$ cat src/rtl/multicycle_pkg.sv
// Shared types and encodings for the multi-cycle control sequencer:
// FSM states, opcodes and the datapath control-bus field encodings.
package multicycle_pkg;

   typedef enum logic [2:0] {
      FETCH  = 3'd0,
      DECODE = 3'd1,
      EXEC   = 3'd2,
      MEM    = 3'd3,
      WB     = 3'd4,
      HALT   = 3'd5
   } state_t;

   localparam logic [5:0] OP_R    = 6'b000000;
   localparam logic [5:0] OP_ADDI = 6'b001000;
   localparam logic [5:0] OP_ORI  = 6'b001101;
   localparam logic [5:0] OP_LW   = 6'b100011;
   localparam logic [5:0] OP_SW   = 6'b101011;
   localparam logic [5:0] OP_BEQ  = 6'b000100;
   localparam logic [5:0] OP_J    = 6'b000010;
   localparam logic [5:0] OP_JAL  = 6'b000011;

   localparam logic [3:0] ALU_ADD   = 4'd0;
   localparam logic [3:0] ALU_SUB   = 4'd1;
   localparam logic [3:0] ALU_AND   = 4'd2;
   localparam logic [3:0] ALU_OR    = 4'd3;
   localparam logic [3:0] ALU_SLT   = 4'd4;
   localparam logic [3:0] ALU_FUNCT = 4'd15;

   localparam logic [1:0] PC_PLUS4  = 2'd0;
   localparam logic [1:0] PC_BRANCH = 2'd1;
   localparam logic [1:0] PC_JUMP   = 2'd2;

   localparam logic [1:0] DST_RT  = 2'd0;
   localparam logic [1:0] DST_RD  = 2'd1;
   localparam logic [1:0] DST_R31 = 2'd2;

   localparam logic [1:0] WB_ALU = 2'd0;
   localparam logic [1:0] WB_MEM = 2'd1;
   localparam logic [1:0] WB_PC4 = 2'd2;

   localparam logic [1:0] FMT_R = 2'd0;
   localparam logic [1:0] FMT_I = 2'd1;
   localparam logic [1:0] FMT_J = 2'd2;

   function automatic logic is_legal(input logic [5:0] op);
      case (op)
         OP_R, OP_ADDI, OP_ORI, OP_LW, OP_SW, OP_BEQ, OP_J, OP_JAL: is_legal = 1'b1;
         default:                                                  is_legal = 1'b0;
      endcase
   endfunction

endpackage

$ cat src/rtl/mc_wait_watchdog.sv
// Counts consecutive memory-wait cycles and flags when the count sits at
// WAIT_LIMIT; a WAIT_LIMIT of 0 disables the flag entirely.
module mc_wait_watchdog #(
   parameter int WAIT_LIMIT = 255,
   parameter int CNT_W      = 8
) (
   input  logic clk,
   input  logic rst,
   input  logic clear,
   input  logic inc,
   output logic expired
);

   logic [CNT_W-1:0] cnt;

   // Saturates so a disabled watchdog never wraps back to a small value.
   always_ff @(posedge clk) begin
      if (rst)
         cnt <= '0;
      else if (clear)
         cnt <= '0;
      else if (inc && (cnt != '1))
         cnt <= cnt + CNT_W'(1);
   end

   assign expired = (WAIT_LIMIT != 0) && (cnt == CNT_W'(WAIT_LIMIT));

endmodule

$ cat src/rtl/multicycle_control.sv
// FETCH/DECODE/EXEC/MEM/WB control sequencer with memory-ready stalls and a
// wait watchdog. Optional perf counters: define MULTICYCLE_PERF_CNT_EN.
module multicycle_control
   import multicycle_pkg::*;
#(
   parameter int WAIT_LIMIT = 255,
   parameter int CNT_W      = 8
) (
   input  logic       clk,
   input  logic       rst,
   input  logic [5:0] op_code,
   input  logic       zero,
   input  logic       mem_ready,
   output logic       mem_req,
   output logic       ir_write,
   output logic       pc_write,
   output logic [1:0] PCSrc,
   output logic [1:0] RegDst,
   output logic       RegWrite,
   output logic       ExtSel,
   output logic [3:0] OpSel,
   output logic       BSrc,
   output logic       MemWrite,
   output logic [1:0] WBSrc,
   output logic [1:0] comFormat,
   output logic       halted
`ifdef MULTICYCLE_PERF_CNT_EN
   ,
   output logic [31:0] instr_retired,
   output logic [31:0] stall_cycles
`endif
);

   state_t     state, state_next;
   logic [5:0] op_q;
   logic       waiting;
   logic       wd_expired;

   always_ff @(posedge clk) begin
      if (rst) begin
         state <= FETCH;
         op_q  <= '0;
      end else begin
         state <= state_next;
         if (state == DECODE)
            op_q <= op_code;
      end
   end

   assign waiting = ((state == FETCH) || (state == MEM)) && !mem_ready;

   mc_wait_watchdog #(
      .WAIT_LIMIT (WAIT_LIMIT),
      .CNT_W      (CNT_W)
   ) u_watchdog (
      .clk     (clk),
      .rst     (rst),
      .clear   (state_next != state),
      .inc     (waiting),
      .expired (wd_expired)
   );

   // NOTE: every output and state_next gets a default first so no path infers a latch.
   always_comb begin
      state_next = state;
      mem_req    = 1'b0;
      ir_write   = 1'b0;
      pc_write   = 1'b0;
      PCSrc      = PC_PLUS4;
      RegDst     = DST_RT;
      RegWrite   = 1'b0;
      ExtSel     = 1'b0;
      OpSel      = ALU_ADD;
      BSrc       = 1'b0;
      MemWrite   = 1'b0;
      WBSrc      = WB_ALU;
      comFormat  = FMT_R;
      halted     = 1'b0;

      case (state)
         FETCH: begin
            mem_req = 1'b1;
            if (mem_ready) begin
               ir_write   = 1'b1;
               pc_write   = 1'b1;
               state_next = DECODE;
            end else if (wd_expired) begin
               state_next = HALT;
            end
         end

         DECODE: state_next = is_legal(op_code) ? EXEC : HALT;

         EXEC: begin
            case (op_q)
               OP_R: begin
                  OpSel      = ALU_FUNCT;
                  state_next = WB;
               end
               OP_ADDI: begin
                  comFormat  = FMT_I;
                  BSrc       = 1'b1;
                  ExtSel     = 1'b1;
                  state_next = WB;
               end
               OP_ORI: begin
                  comFormat  = FMT_I;
                  OpSel      = ALU_OR;
                  BSrc       = 1'b1;
                  state_next = WB;
               end
               OP_LW, OP_SW: begin
                  comFormat  = FMT_I;
                  BSrc       = 1'b1;
                  ExtSel     = 1'b1;
                  state_next = MEM;
               end
               OP_BEQ: begin
                  comFormat  = FMT_I;
                  OpSel      = ALU_SUB;
                  ExtSel     = 1'b1;
                  pc_write   = zero;
                  PCSrc      = PC_BRANCH;
                  state_next = FETCH;
               end
               OP_J: begin
                  comFormat  = FMT_J;
                  pc_write   = 1'b1;
                  PCSrc      = PC_JUMP;
                  state_next = FETCH;
               end
               OP_JAL: begin
                  comFormat  = FMT_J;
                  pc_write   = 1'b1;
                  PCSrc      = PC_JUMP;
                  RegWrite   = 1'b1;
                  RegDst     = DST_R31;
                  WBSrc      = WB_PC4;
                  state_next = FETCH;
               end
               default: state_next = HALT;
            endcase
         end

         MEM: begin
            mem_req  = 1'b1;
            MemWrite = (op_q == OP_SW);
            if (mem_ready)
               state_next = (op_q == OP_SW) ? FETCH : WB;
            else if (wd_expired)
               state_next = HALT;
         end

         WB: begin
            RegWrite   = 1'b1;
            RegDst     = (op_q == OP_R) ? DST_RD : DST_RT;
            WBSrc      = (op_q == OP_LW) ? WB_MEM : WB_ALU;
            state_next = FETCH;
         end

         HALT: halted = 1'b1;

         default: state_next = FETCH;
      endcase
   end

`ifdef MULTICYCLE_PERF_CNT_EN
   logic retire_evt;

   assign retire_evt = (state_next == FETCH) &&
                       ((state == EXEC) || (state == MEM) || (state == WB));

   // Retire count wraps naturally; stall count saturates.
   always_ff @(posedge clk) begin
      if (rst) begin
         instr_retired <= '0;
         stall_cycles  <= '0;
      end else begin
         if (retire_evt)
            instr_retired <= instr_retired + 32'd1;
         if (waiting && (stall_cycles != '1))
            stall_cycles <= stall_cycles + 32'd1;
      end
   end
`endif

endmodule

$ cat config.mk
export PLATFORM = sky130hd
export DESIGN_NAME = multicycle_control
export DESIGN_NICKNAME = d
export VERILOG_FILES = /design/src/rtl/multicycle_pkg.sv /design/src/rtl/mc_wait_watchdog.sv /design/src/rtl/multicycle_control.sv
export SDC_FILE = /design/constraint.sdc
export NUM_CORES = 1
export LEC_CHECK = 0
export CORE_ASPECT_RATIO = 1.25
export CORE_MARGIN = 4
export CORE_UTILIZATION = 35
export CTS_CLUSTER_DIAMETER = 80
export DETAILED_ROUTE_END_ITERATION = 7
export GPL_TIMING_DRIVEN = 0
export SLEW_MARGIN = 20
export SYNTH_ARGS = -nofsm -noshare
export SYNTH_HDL_FRONTEND = slang
export SYNTH_HIERARCHICAL = 1
export SYNTH_SLANG_ARGS = --single-unit
export TNS_END_PERCENT = 1
$ cat constraint.sdc
create_clock -name clk -period 2.68 [get_ports clk]
set_input_delay 0.804 -clock clk [delete_from_list [all_inputs] [get_ports clk]]
set_output_delay 0.804 -clock clk [all_outputs]
set_load 0.01 [all_outputs]
==> results.cfg <==
[status]
status = finished, final reports clean

[job]
cap_violations = 0

[clock_network]
clkTransAtPathRegs_ps = 70
clkSinkCount = 17
cts_root_buffer = clkbuf_8
htreeDepth = 1
cts_buffer_depth = 2
hold_buffers = 0
cts_made_buffers = 3
insertion_delay_ps = 250
cts_tree = yes

[timing]
rsz0062_at_grt = yes
fin_ws_ps = 1.480
setup_viol = 0
finalHoldViolations = 0
finalCritPeriodShare_pct = 99.94
max_slew_margin_pct = 45.71
whs_ps = 499.5
worst_pin_slew_ps = 806.9
finalClockSkew_ps = 4.096
max_freq_ghz = 0.3733
fin_crit_ps = 2679
finalMaxSlewViolations = 0

[finish]
syn2layout_area_growth_pct = 40.54
final_nets = 208
diodes = 0
drive_gt1_share_pct = 25.51

[place]
place_congestion = 0.7729
dp_hpwl_um = 2652
io_buffers = 29
preCtsSetupSlack_ps = -722.0

[synthesis]
synthDominantCellAreaShare_pct = 26.38
yosys.area.top_type = dfxtp_1
ys_warn_count = 6
yosysMostFrequentCell = nor2_1
seq_area_frac_synth_pct = 26.38
synth.area.top_cells = dfxtp_1 (26%), mux2i_1 (7.0%), nor2_1 (6.7%)
synth_cell_types = 49
ys_ff_latch = 17
synth_flop_cell = dfxtp_1
syn_area_um2 = 1290
async_flop_share_pct = 0
yosys-top-cells-count = nor2_1 (23), dfxtp_1 (17), mux2i_1 (9)
synth_edf_count = 0
synth_cells = 162
syn_avg_cell_area_um2 = 7.963
syn_nets = 173

[route]
finalWirelength_um = 3480
drt_iter0_drc = 37
drt_pass1_iterations = 4
drc = 0
drt-wirelength-per-cell_um = 14.81
vias = 1327
viasPerCell = 5.647
ant_nets = 0

[floorplanning]
rows = 24
dieHeight_um = 75.88
die_w_um = 62.30
dieArea_um2 = 4727
start_util_pct = 36.72
core_area_um2 = 3513
ios = 30

[hold_path]
hp-start = u_watchdog/cnt[1]$_SDFFE_PP0P_
hold_path.class = flop to flop

[critical_path]
critical_path_class = flop to primary output
timing.rr.end = u_watchdog/cnt[4]$_SDFFE_PP0P_
cp-start-kind = flop
reg2reg_depth = 11
path_max_fanout = 7
r2r_slack_ps = 190
rr_startpoint = u_watchdog/cnt[0]$_SDFFE_PP0P_
end_kind = primary output
endpoint = OpSel[0]
cp.required_ps = 1880
crit_arrival_ps = 1870
crit_start = op_q[1]$_SDFFE_PP0N_

[power]
ir_worst_vdd_mv = 0.3104
powerDensity_nw_per_um2 = 397.5
p_leak_nw = 0.7909

[global_routing]
antenna_found_initial = 0
grt_pass1_vias = 1288
grt_pass1_wl_um = 5844
grt_overflow = 0
grt_use_total_pct = 14.83
grt_max_degree = 11
==> report_power, final <==
part           total (W)  internal, W  leakage, nW  switching, W
Sequential      0.000291     0.000267        0.142     0.0000241
Clock           0.000192     0.000105       0.0228     0.0000864
Combinational   0.000238     0.000114        0.626      0.000124
==> cell type report <==
class                      count  area, µm²
inverter                       5      18.77
buffer                         8      61.31
multi-input combinational    132      992.2
sequential                    17      354.1
tap                           39      48.80
timing repair buffer          30      292.8
clock buffer                   4      45.04
fill                         360       1700
==> cells by family (layout without fill, tap and decap cells) <==
group	Yosys count	after routing	synth area share (%)
and+or+nand+nor	89	89	40.74
AOI/OAI and AO/OA	31	31	18.14
DFF	17	17	26.38
buffers and inverters	13	47	5.432
muxes	9	9	6.984
xor gates and xnor gates	2	2	1.358
adders and majority gates	1	1	0.9698
==> through the flow <==
step                instances  setup TNS [ps]  utilization (%)  power (W)  area, µm²
floorplan                 162               0                -  0.0004240       1290
global placement          230           -5471            46.37  0.0004898       1629
detailed placement        230           -6068            46.37  0.0004951       1629
CTS                       235          -155.7            50.46  0.0007119       1773
global route              235          -742.5            51.60  0.0007628       1813
finish                    235               0            51.60  0.0007207       1813
==> layer usage <==
layer | track usage [%] | wire length [µm]
met4 | 5.660 | 62
met3 | 3.540 | 205
met5 | 0 | 0
met1 | 16.74 | 1486
met2 | 27.30 | 1726
==> worst min path at each step <==
| stage | slack [ps] | cells past startpoint | endpoint |
|---|---|---|---|
| after global placement | 480 | 2 | u_watchdog/cnt[1]$_SDFFE_PP0P_ |
| after global routing | 530 | 2 | u_watchdog/cnt[1]$_SDFFE_PP0P_ |
| after floorplan | 460 | 2 | u_watchdog/cnt[1]$_SDFFE_PP0P_ |
| final | 500 | 2 | u_watchdog/cnt[1]$_SDFFE_PP0P_ |
| after CTS | 500 | 2 | u_watchdog/cnt[1]$_SDFFE_PP0P_ |
| after detailed placement | 490 | 2 | u_watchdog/cnt[1]$_SDFFE_PP0P_ |
==> repair_timing <==
item                                    4_1_cts  5_1_grt
resized for setup                            33       12
endpoints found under the setup margin       23       16
cloned                                        0        0
buffers inserted                              1        0
pin swaps                                     2        1
==> registers in the layout, indices dropped and copies added, names as in the netlist <==
register / cells
state: 3
op_q: 6
u_watchdog/cnt: 8
==> cells in the final DEF, fill, tap and decap left out, types with 2 or more instances in the layout <==
cell,synthesis,routed
a211oi_1,4,2
a211oi_2,1,2
a21oi_1,7,7
and2_1,3,3
and3_1,8,6
and3_4,0,2
buf_4,5,7
buf_6,0,2
clkbuf_8,0,3
clkdlybuf4s50_1,0,20
dfxtp_1,17,10
dfxtp_2,0,5
dfxtp_4,0,2
dlygate4sd2_1,0,4
dlymetal6s2s_1,0,2
inv_1,5,5
mux2i_1,9,9
nand2_1,7,7
nand2b_1,5,3
nand3_1,4,4
nand4_1,3,3
nor2_1,23,19
nor2_2,0,2
nor2_4,0,2
nor2b_1,6,6
nor3_1,7,4
nor3_2,0,3
nor4_1,4,3
nor4_4,0,2
o211a_1,2,2
o21ai_0,5,4
or2_2,4,4
or3_1,2,2
xor2_1,2,2
==> worst max-delay path, stage by stage (launching register included) <==
cell             delay, ps
dfxtp_4                380
nor4_4                 360
and3_4                 260
or2_2                  100
clkdlybuf4s50_1        520
(Power assumes the default switching activity.)
